<file path="config.mk">
export PLATFORM = sky130hd
export DESIGN_NAME = hazard_ctrl_flat
export DESIGN_NICKNAME = d
export VERILOG_FILES = /design/src/rtl/hazard_ctrl_pkg.sv /design/src/rtl/hazard_ctrl_if.sv /design/src/rtl/hazard_ctrl_muldiv.sv /design/src/rtl/hazard_ctrl.sv /design/src/flat_wrapper.sv
export SDC_FILE = /design/constraint.sdc
export NUM_CORES = 1
export LEC_CHECK = 0
export CORE_MARGIN = 10
export CORE_UTILIZATION = 34
export DETAILED_ROUTE_END_ITERATION = 6
export PLACE_DENSITY = 0.78
export SYNTH_ARGS = -nofsm -noshare
export SYNTH_HDL_FRONTEND = slang
export SYNTH_SLANG_ARGS = --single-unit
</file>
<file path="constraint.sdc">
create_clock -name clk -period 1.5 [get_ports clk]
set_input_delay 0.15 -clock clk [delete_from_list [all_inputs] [get_ports clk]]
set_output_delay 0.15 -clock clk [all_outputs]
set_load 0.03 [all_outputs]
</file>
<file path="src/rtl/hazard_ctrl_pkg.sv">
// Shared encodings for the pipeline hazard controller: FSM states, MUL/DIV latency bounds
// and the per-cycle stage-control bundle.
package hazard_ctrl_pkg;

  localparam int STATE_W = 2;

  localparam logic [STATE_W-1:0] ST_RUN    = 2'd0;
  localparam logic [STATE_W-1:0] ST_MULDIV = 2'd1;
  localparam logic [STATE_W-1:0] ST_FREEZE = 2'd2;

  localparam int MULDIV_LAT_MIN = 2;
  localparam int MULDIV_LAT_MAX = 16;

  typedef struct packed {
    logic pc_en;
    logic if_id_en;
    logic if_id_flush;
    logic id_ex_en;
    logic id_ex_flush;
    logic ex_mem_en;
    logic ex_mem_flush;
    logic mem_wb_en;
    logic pc_sel_redirect;
  } stage_ctl_t;

  // Bit order follows the struct fields: pc_en first, pc_sel_redirect last.
  localparam stage_ctl_t CTL_RUN      = 9'b1_1_0_1_0_1_0_1_0;
  localparam stage_ctl_t CTL_FREEZE   = 9'b0_0_0_0_0_0_0_0_0;
  localparam stage_ctl_t CTL_BUSY     = 9'b0_0_0_0_0_1_1_1_0;
  localparam stage_ctl_t CTL_LOAD_USE = 9'b0_0_0_1_1_1_0_1_0;
  localparam stage_ctl_t CTL_REDIRECT = 9'b1_1_1_1_0_1_0_1_1;

endpackage

</file>
<file path="src/rtl/hazard_ctrl_if.sv">
// Decoder/cache-facing bundle of the hazard controller: hazard inputs in, stage enables out.
// master = pipeline side, slave = controller.
interface hazard_ctrl_if #(
  parameter int REG_AW = 5
);
  import hazard_ctrl_pkg::*;

  logic              icache_stall;
  logic              dcache_stall;
  logic [REG_AW-1:0] id_rs;
  logic [REG_AW-1:0] id_rt;
  logic              id_uses_rt;
  logic              id_redirect;
  logic              ex_memread;
  logic [REG_AW-1:0] ex_rt;
  logic              ex_muldiv;

  logic               pc_en;
  logic               if_id_en;
  logic               if_id_flush;
  logic               id_ex_en;
  logic               id_ex_flush;
  logic               ex_mem_en;
  logic               ex_mem_flush;
  logic               mem_wb_en;
  logic               pc_sel_redirect;
  logic [STATE_W-1:0] state_o;

  modport master (
    output icache_stall, dcache_stall, id_rs, id_rt, id_uses_rt, id_redirect,
           ex_memread, ex_rt, ex_muldiv,
    input  pc_en, if_id_en, if_id_flush, id_ex_en, id_ex_flush, ex_mem_en,
           ex_mem_flush, mem_wb_en, pc_sel_redirect, state_o
  );

  modport slave (
    input  icache_stall, dcache_stall, id_rs, id_rt, id_uses_rt, id_redirect,
           ex_memread, ex_rt, ex_muldiv,
    output pc_en, if_id_en, if_id_flush, id_ex_en, id_ex_flush, ex_mem_en,
           ex_mem_flush, mem_wb_en, pc_sel_redirect, state_o
  );

endinterface

</file>
<file path="src/rtl/hazard_ctrl_muldiv.sv">
// EX-occupancy down-counter for MUL/DIV ops: load on entry, decrement while busy,
// hold otherwise (including frozen cycles).
module muldiv_timer #(
  parameter int MULDIV_LAT = 4
) (
  input  logic clk,
  input  logic rst_n,
  input  logic load,
  input  logic dec,
  output logic cnt_zero
);

  localparam int CNT_W = $clog2(MULDIV_LAT);

  logic [CNT_W-1:0] cnt;

  // The entry cycle and the release cycle are both part of the occupancy, hence LAT-2.
  always_ff @(posedge clk) begin
    if (!rst_n) begin
      cnt <= '0;
    end else if (load) begin
      cnt <= CNT_W'(MULDIV_LAT - 2);
    end else if (dec) begin
      cnt <= cnt - 1'b1;
    end
  end

  assign cnt_zero = (cnt == '0);

endmodule

</file>
<file path="src/rtl/hazard_ctrl.sv">
// Pipeline sequencing controller for the 5-stage core: advance/hold/flush per stage each cycle.
// Optional HAZARD_CTRL_PERF_EN adds freeze, bubble and redirect-flush event counters.
//
// state  | meaning
// RUN    | normal issue; load-use and redirect hazards resolved here
// MULDIV | MUL/DIV occupying EX; front end held until the timer reaches zero
// FREEZE | cache stall; every stage held, ret_state remembers where to resume
module hazard_ctrl
  import hazard_ctrl_pkg::*;
#(
  parameter int MULDIV_LAT = 4,
  parameter int REG_AW     = 5
) (
  input  logic         clk,
  input  logic         rst_n,
  hazard_ctrl_if.slave bus
`ifdef HAZARD_CTRL_PERF_EN
  ,
  output logic [31:0]  perf_freeze_cyc,
  output logic [31:0]  perf_bubble_cyc,
  output logic [31:0]  perf_flush_cnt
`endif
);

  if (MULDIV_LAT < MULDIV_LAT_MIN || MULDIV_LAT > MULDIV_LAT_MAX) begin : g_bad_lat
    $error("hazard_ctrl: MULDIV_LAT out of range");
  end

  logic [REG_AW-1:0]  id_rs;
  logic [REG_AW-1:0]  id_rt;
  logic [REG_AW-1:0]  ex_rt;
  logic [STATE_W-1:0] state;
  logic [STATE_W-1:0] ret_state;
  logic [STATE_W-1:0] eff_state;
  logic [STATE_W-1:0] next_state;
  logic               freeze;
  logic               busy;
  logic               load_use;
  logic               cnt_zero;
  logic               timer_load;
  logic               timer_dec;
  stage_ctl_t         ctl;

  assign id_rs = bus.id_rs;
  assign id_rt = bus.id_rt;
  assign ex_rt = bus.ex_rt;

  // Leaving FREEZE behaves exactly as the state that was interrupted.
  assign eff_state = (state == ST_FREEZE) ? ret_state : state;
  assign freeze    = bus.icache_stall | bus.dcache_stall;
  assign busy      = ((eff_state == ST_MULDIV) && !cnt_zero) ||
                     ((eff_state == ST_RUN) && bus.ex_muldiv);
  assign load_use  = bus.ex_memread && (ex_rt != '0) &&
                     ((ex_rt == id_rs) || (bus.id_uses_rt && (ex_rt == id_rt)));

  always_comb begin
    ctl        = CTL_RUN;
    next_state = ST_RUN;
    timer_load = 1'b0;
    timer_dec  = 1'b0;
    if (rst_n) begin
      if (freeze) begin
        ctl        = CTL_FREEZE;
        next_state = ST_FREEZE;
      end else if (busy) begin
        ctl        = CTL_BUSY;
        next_state = ST_MULDIV;
        timer_load = (eff_state == ST_RUN);
        timer_dec  = (eff_state == ST_MULDIV);
      end else if (load_use) begin
        ctl = CTL_LOAD_USE;
      end else if (bus.id_redirect) begin
        ctl = CTL_REDIRECT;
      end
    end
  end

  always_ff @(posedge clk) begin
    if (!rst_n) begin
      state     <= ST_RUN;
      ret_state <= ST_RUN;
    end else begin
      state <= next_state;
      if (freeze && (state != ST_FREEZE)) begin
        ret_state <= state;
      end
    end
  end

  muldiv_timer #(.MULDIV_LAT(MULDIV_LAT)) u_timer (
    .clk      (clk),
    .rst_n    (rst_n),
    .load     (timer_load),
    .dec      (timer_dec),
    .cnt_zero (cnt_zero)
  );

  assign bus.pc_en           = ctl.pc_en;
  assign bus.if_id_en        = ctl.if_id_en;
  assign bus.if_id_flush     = ctl.if_id_flush;
  assign bus.id_ex_en        = ctl.id_ex_en;
  assign bus.id_ex_flush     = ctl.id_ex_flush;
  assign bus.ex_mem_en       = ctl.ex_mem_en;
  assign bus.ex_mem_flush    = ctl.ex_mem_flush;
  assign bus.mem_wb_en       = ctl.mem_wb_en;
  assign bus.pc_sel_redirect = ctl.pc_sel_redirect;
  assign bus.state_o         = state;

`ifdef HAZARD_CTRL_PERF_EN
  logic evt_bubble;
  logic evt_flush;

  assign evt_bubble = !freeze && (busy || load_use);
  assign evt_flush  = !freeze && !busy && !load_use && bus.id_redirect;

  always_ff @(posedge clk) begin
    if (!rst_n) begin
      perf_freeze_cyc <= '0;
      perf_bubble_cyc <= '0;
      perf_flush_cnt  <= '0;
    end else begin
      if (freeze)     perf_freeze_cyc <= perf_freeze_cyc + 32'd1;
      if (evt_bubble) perf_bubble_cyc <= perf_bubble_cyc + 32'd1;
      if (evt_flush)  perf_flush_cnt  <= perf_flush_cnt + 32'd1;
    end
  end
`endif

endmodule

</file>
<file path="src/flat_wrapper.sv">
// flat-port wrapper written by rule: the top's interface ports become plain ports
module hazard_ctrl_flat import hazard_ctrl_pkg::*;
#(
  parameter int MULDIV_LAT = 4,
  parameter int REG_AW     = 5
)
  (clk, rst_n, bus_icache_stall, bus_dcache_stall, bus_id_rs, bus_id_rt, bus_id_uses_rt, bus_id_redirect, bus_ex_memread, bus_ex_rt, bus_ex_muldiv, bus_pc_en, bus_if_id_en, bus_if_id_flush, bus_id_ex_en, bus_id_ex_flush, bus_ex_mem_en, bus_ex_mem_flush, bus_mem_wb_en, bus_pc_sel_redirect, bus_state_o);
  hazard_ctrl_if #(.REG_AW(REG_AW)) bus_i ();
  input  logic clk;
  input  logic rst_n;
  input wire logic [$bits(bus_i.icache_stall)-1:0] bus_icache_stall;
  input wire logic [$bits(bus_i.dcache_stall)-1:0] bus_dcache_stall;
  input wire logic [$bits(bus_i.id_rs)-1:0] bus_id_rs;
  input wire logic [$bits(bus_i.id_rt)-1:0] bus_id_rt;
  input wire logic [$bits(bus_i.id_uses_rt)-1:0] bus_id_uses_rt;
  input wire logic [$bits(bus_i.id_redirect)-1:0] bus_id_redirect;
  input wire logic [$bits(bus_i.ex_memread)-1:0] bus_ex_memread;
  input wire logic [$bits(bus_i.ex_rt)-1:0] bus_ex_rt;
  input wire logic [$bits(bus_i.ex_muldiv)-1:0] bus_ex_muldiv;
  output wire logic [$bits(bus_i.pc_en)-1:0] bus_pc_en;
  output wire logic [$bits(bus_i.if_id_en)-1:0] bus_if_id_en;
  output wire logic [$bits(bus_i.if_id_flush)-1:0] bus_if_id_flush;
  output wire logic [$bits(bus_i.id_ex_en)-1:0] bus_id_ex_en;
  output wire logic [$bits(bus_i.id_ex_flush)-1:0] bus_id_ex_flush;
  output wire logic [$bits(bus_i.ex_mem_en)-1:0] bus_ex_mem_en;
  output wire logic [$bits(bus_i.ex_mem_flush)-1:0] bus_ex_mem_flush;
  output wire logic [$bits(bus_i.mem_wb_en)-1:0] bus_mem_wb_en;
  output wire logic [$bits(bus_i.pc_sel_redirect)-1:0] bus_pc_sel_redirect;
  output wire logic [$bits(bus_i.state_o)-1:0] bus_state_o;
  assign bus_i.icache_stall = bus_icache_stall;
  assign bus_i.dcache_stall = bus_dcache_stall;
  assign bus_i.id_rs = bus_id_rs;
  assign bus_i.id_rt = bus_id_rt;
  assign bus_i.id_uses_rt = bus_id_uses_rt;
  assign bus_i.id_redirect = bus_id_redirect;
  assign bus_i.ex_memread = bus_ex_memread;
  assign bus_i.ex_rt = bus_ex_rt;
  assign bus_i.ex_muldiv = bus_ex_muldiv;
  assign bus_pc_en = bus_i.pc_en;
  assign bus_if_id_en = bus_i.if_id_en;
  assign bus_if_id_flush = bus_i.if_id_flush;
  assign bus_id_ex_en = bus_i.id_ex_en;
  assign bus_id_ex_flush = bus_i.id_ex_flush;
  assign bus_ex_mem_en = bus_i.ex_mem_en;
  assign bus_ex_mem_flush = bus_i.ex_mem_flush;
  assign bus_mem_wb_en = bus_i.mem_wb_en;
  assign bus_pc_sel_redirect = bus_i.pc_sel_redirect;
  assign bus_state_o = bus_i.state_o;
  hazard_ctrl #(.MULDIV_LAT(MULDIV_LAT), .REG_AW(REG_AW)) u_core (.clk(clk), .rst_n(rst_n), .bus(bus_i));
endmodule
</file>
==> impl_results.md <==
- Status: finished, violations left
- Violated checks: setup timing
- WHS Path Cells: 2
- Die H: 58.7 µm
- Skew-Pair Late Insertion Delay: 0.25 ns
- Final Slew Violations: 0
- Detailed Route WL: 1980 µm
- Final setup vio count: 9
- Synth Area per Inst: 7.83 µm²
- Fillers: 100
- RSZ-0062 raised after global routing: yes
- Initial antenna violation count: 0
- Hold Path End: u_core.ret_state[0]$_SDFFE_PN0P_
- Largest net degree at the start of global routing: 7
- Area leader, netlist: dfxtp_1
- DRT Pass-1 Iters: 5
- Critical path arrival: 1.72 ns
- Placed Instances: 126
- Core area: 1350 µm²
- Via density: 5.02
- Antenna-violating nets left: 0
- Power Density: 529 nW/µm²
- Critical path capture point type: output pin
- Max Fclk: 534 MHz
- Clk root buf: clkbuf_4
- Via count: 673
- Synth Register Bits: 6
- Hold buffers post-CTS: 0
- Slew margin rel.: 0.793
- H-tree levels: 1
- Peak supply drop: 0.000402 V
- Io pins: 34
- Hold/Removal Path Class: flop to flop
- Initial DRC count: 10
- Hold_sp: u_core.ret_state[0]$_SDFFE_PN0P_
- Crit Path Class: flop to output pin
- Setup slack after layout: -0.372 ns
- Final Critical Period: 1.87 ns
- Site Rows: 13
- Clock sinks: 6
- Starting Density: 0.377
- Number of CTS-inserted buffers: 3
- Flop2flop setup slack: -0.25 ns
- Cells after Synth: 65
- Hold Vio Cnt, Final: 0
- Mapped Nets: 89
- Reg clk slew, reported paths: 0.05 ns
- Vias in the first global route: 705
- Grt total ovfl: 0
- HPWL Detailed: 1630 µm
- Final TNS setup: -2.61 ns
- Max_cap viols: 0
- Post-DR wirelength/cell: 14.8 µm
- R2R depth: 8
- Antenna cell count: 0
- Die X: 58.7 µm
- Placer Congestion: 0.795
- PortBufs: 33
- First-pass GRT wire length: 3160 µm
- Synth unique cells: 27
- Worst r2r src: u_core.bus.state_o[0]$_SDFF_PP0_
- Post-synthesis sequential area ratio: 0.236
- CP Launch Type: flop
- Slew @ Worst Pin: 0.311 ns
- DRC errors left: 0
- Leak: 0.445 nW
- Ratio of cells with drive above 1 in the final layout: 0.412
- CTS max path bufs: 2
- Hold Worst Slack: 0.496 ns
- Synth Cell Area: 509 µm²
- CTS tree: done
- Finished Layout Cells: 134
- Post-synth top area share: 0.236
- GRT Overall Usage: 0.116
- Die footprint: 3450 µm²
- Top cells by area, synth: dfxtp_1 (24%), xnor2_1 (17%), inv_1 (5.2%), buf_4 (4.4%), o21ai_0 (3.9%)
- Area grow syn2layout: 114%
- Reg-to-reg critical path endpoint: u_core.u_timer.cnt[0]$_SDFFE_PP0P_
- Worst endpoint required time: 1.35 ns
- Post-route clock period utilization: 1.25
- Number of synthesis warnings: 0
- Fin nets: 144
- CP max FO: 3
- Clock skew: 0.0115 ns
[cells by family after synthesis]
family / Yosys count / share of synthesized area
DFF: 6 / 0.236
buffers and inverters: 11 / 0.103
and+or+nand+nor: 21 / 0.241
AOI/OAI and AO/OA: 16 / 0.224
xor gates and xnor gates: 10 / 0.172
adders and majority gates: 1 / 0.0246
[final cells by class]
class	count	area, µm²	share of cell area
Tap cell	15	18.8	0.0173
Clock buffer	4	26.3	0.0242
Inverter	7	26.3	0.0242
Timing Repair Buffer	54	489	0.450
Multi-Input combinational cell	48	400	0.368
Sequential cell	6	126	0.116
[placed cells by master (no fill, tap or decap), drive strengths merged, types with 4 or more instances in the layout]
cell type,n
o21ai,4
inv,7
clkdlybuf4s50,18
dlygate4sd2,6
clkbuf,4
buf,30
xnor2,10
nand2,5
dfxtp,6
[sequential cells by signal (all words and copies together), names as in the netlist]
| name | flops |
|---|---|
| u_core.u_timer.cnt | 2 |
| u_core.ret_state | 2 |
| u_core.bus.state_o | 2 |
[critical path, cell delays in order, from the launching register on]
cell and delay [ns]:
dfxtp_4 0.34, and4bb_2 0.25, o21bai_4 0.13, buf_6 0.11, nand4_1 0.18, a211oi_4 0.28, buf_6 0.17
[worst max path at each step]
stage                                      from                  end
6_report       u_core.bus.state_o[0]$_SDFF_PP0_  bus_pc_sel_redirect
5_1_grt        u_core.bus.state_o[0]$_SDFF_PP0_  bus_pc_sel_redirect
4_1_cts        u_core.bus.state_o[0]$_SDFF_PP0_  bus_pc_sel_redirect
2_1_floorplan  u_core.bus.state_o[0]$_SDFF_PP0_  bus_pc_sel_redirect
3_5_place_dp                       bus_ex_rt[0]  bus_pc_sel_redirect
3_3_place_gp                       bus_ex_rt[0]  bus_pc_sel_redirect
[metrics by stage]
stage	setup slack [ns]	power (mW)	instance area (µm²)	util
finish	-0.372	0.575	1090	0.805
global route	-0.446	0.613	1090	0.805
CTS	-0.379	0.579	1060	0.782
detailed placement	-0.475	0.404	972	0.720
global placement	-0.426	0.399	972	0.720
floorplan	-0.260	0.274	546	-
[cells in the mapped netlist]
cell type / instances
o22ai_1: 1
a21oi_1: 3
clkbuf_1: 1
or2_1: 1
nand2_1: 5
dfxtp_1: 6
buf_4: 3
xnor2_1: 10
o21a_1: 1
inv_1: 7
o31ai_1: 1
or4_4: 1
or3_1: 1
nor3b_1: 1
a31oi_1: 3
nand3_1: 2
nor2_1: 3
o21bai_4: 1
ha_1: 1
nor2b_1: 1
nand3b_1: 1
and3_1: 2
a21o_1: 1
and4bb_2: 1
a211oi_2: 1
nand4_1: 2
o21ai_0: 4
[routing by layer]
metal | track usage | share of wire
met1 | 0.102 | 0.34
met2 | 0.209 | 0.53
met3 | 0.0730 | 0.12
met4 | 0.0393 | 0.0055
met5 | 0 | 0
[power by group]
group          internal, mW  total, mW  switching, mW
Sequential            0.164      0.167        0.00318
Clock                 0.101      0.164         0.0634
Combinational         0.135      0.243          0.108
[repair_timing]
| action | 4_1_cts | 5_1_grt |
|---|---|---|
| pin swaps | 6 | 0 |
| setup endpoints to repair | 9 | 8 |
| gates cloned | 0 | 0 |
| resized for setup | 21 | 8 |
| buffers inserted | 2 | 2 |
Power figures use the tool's default switching activity.
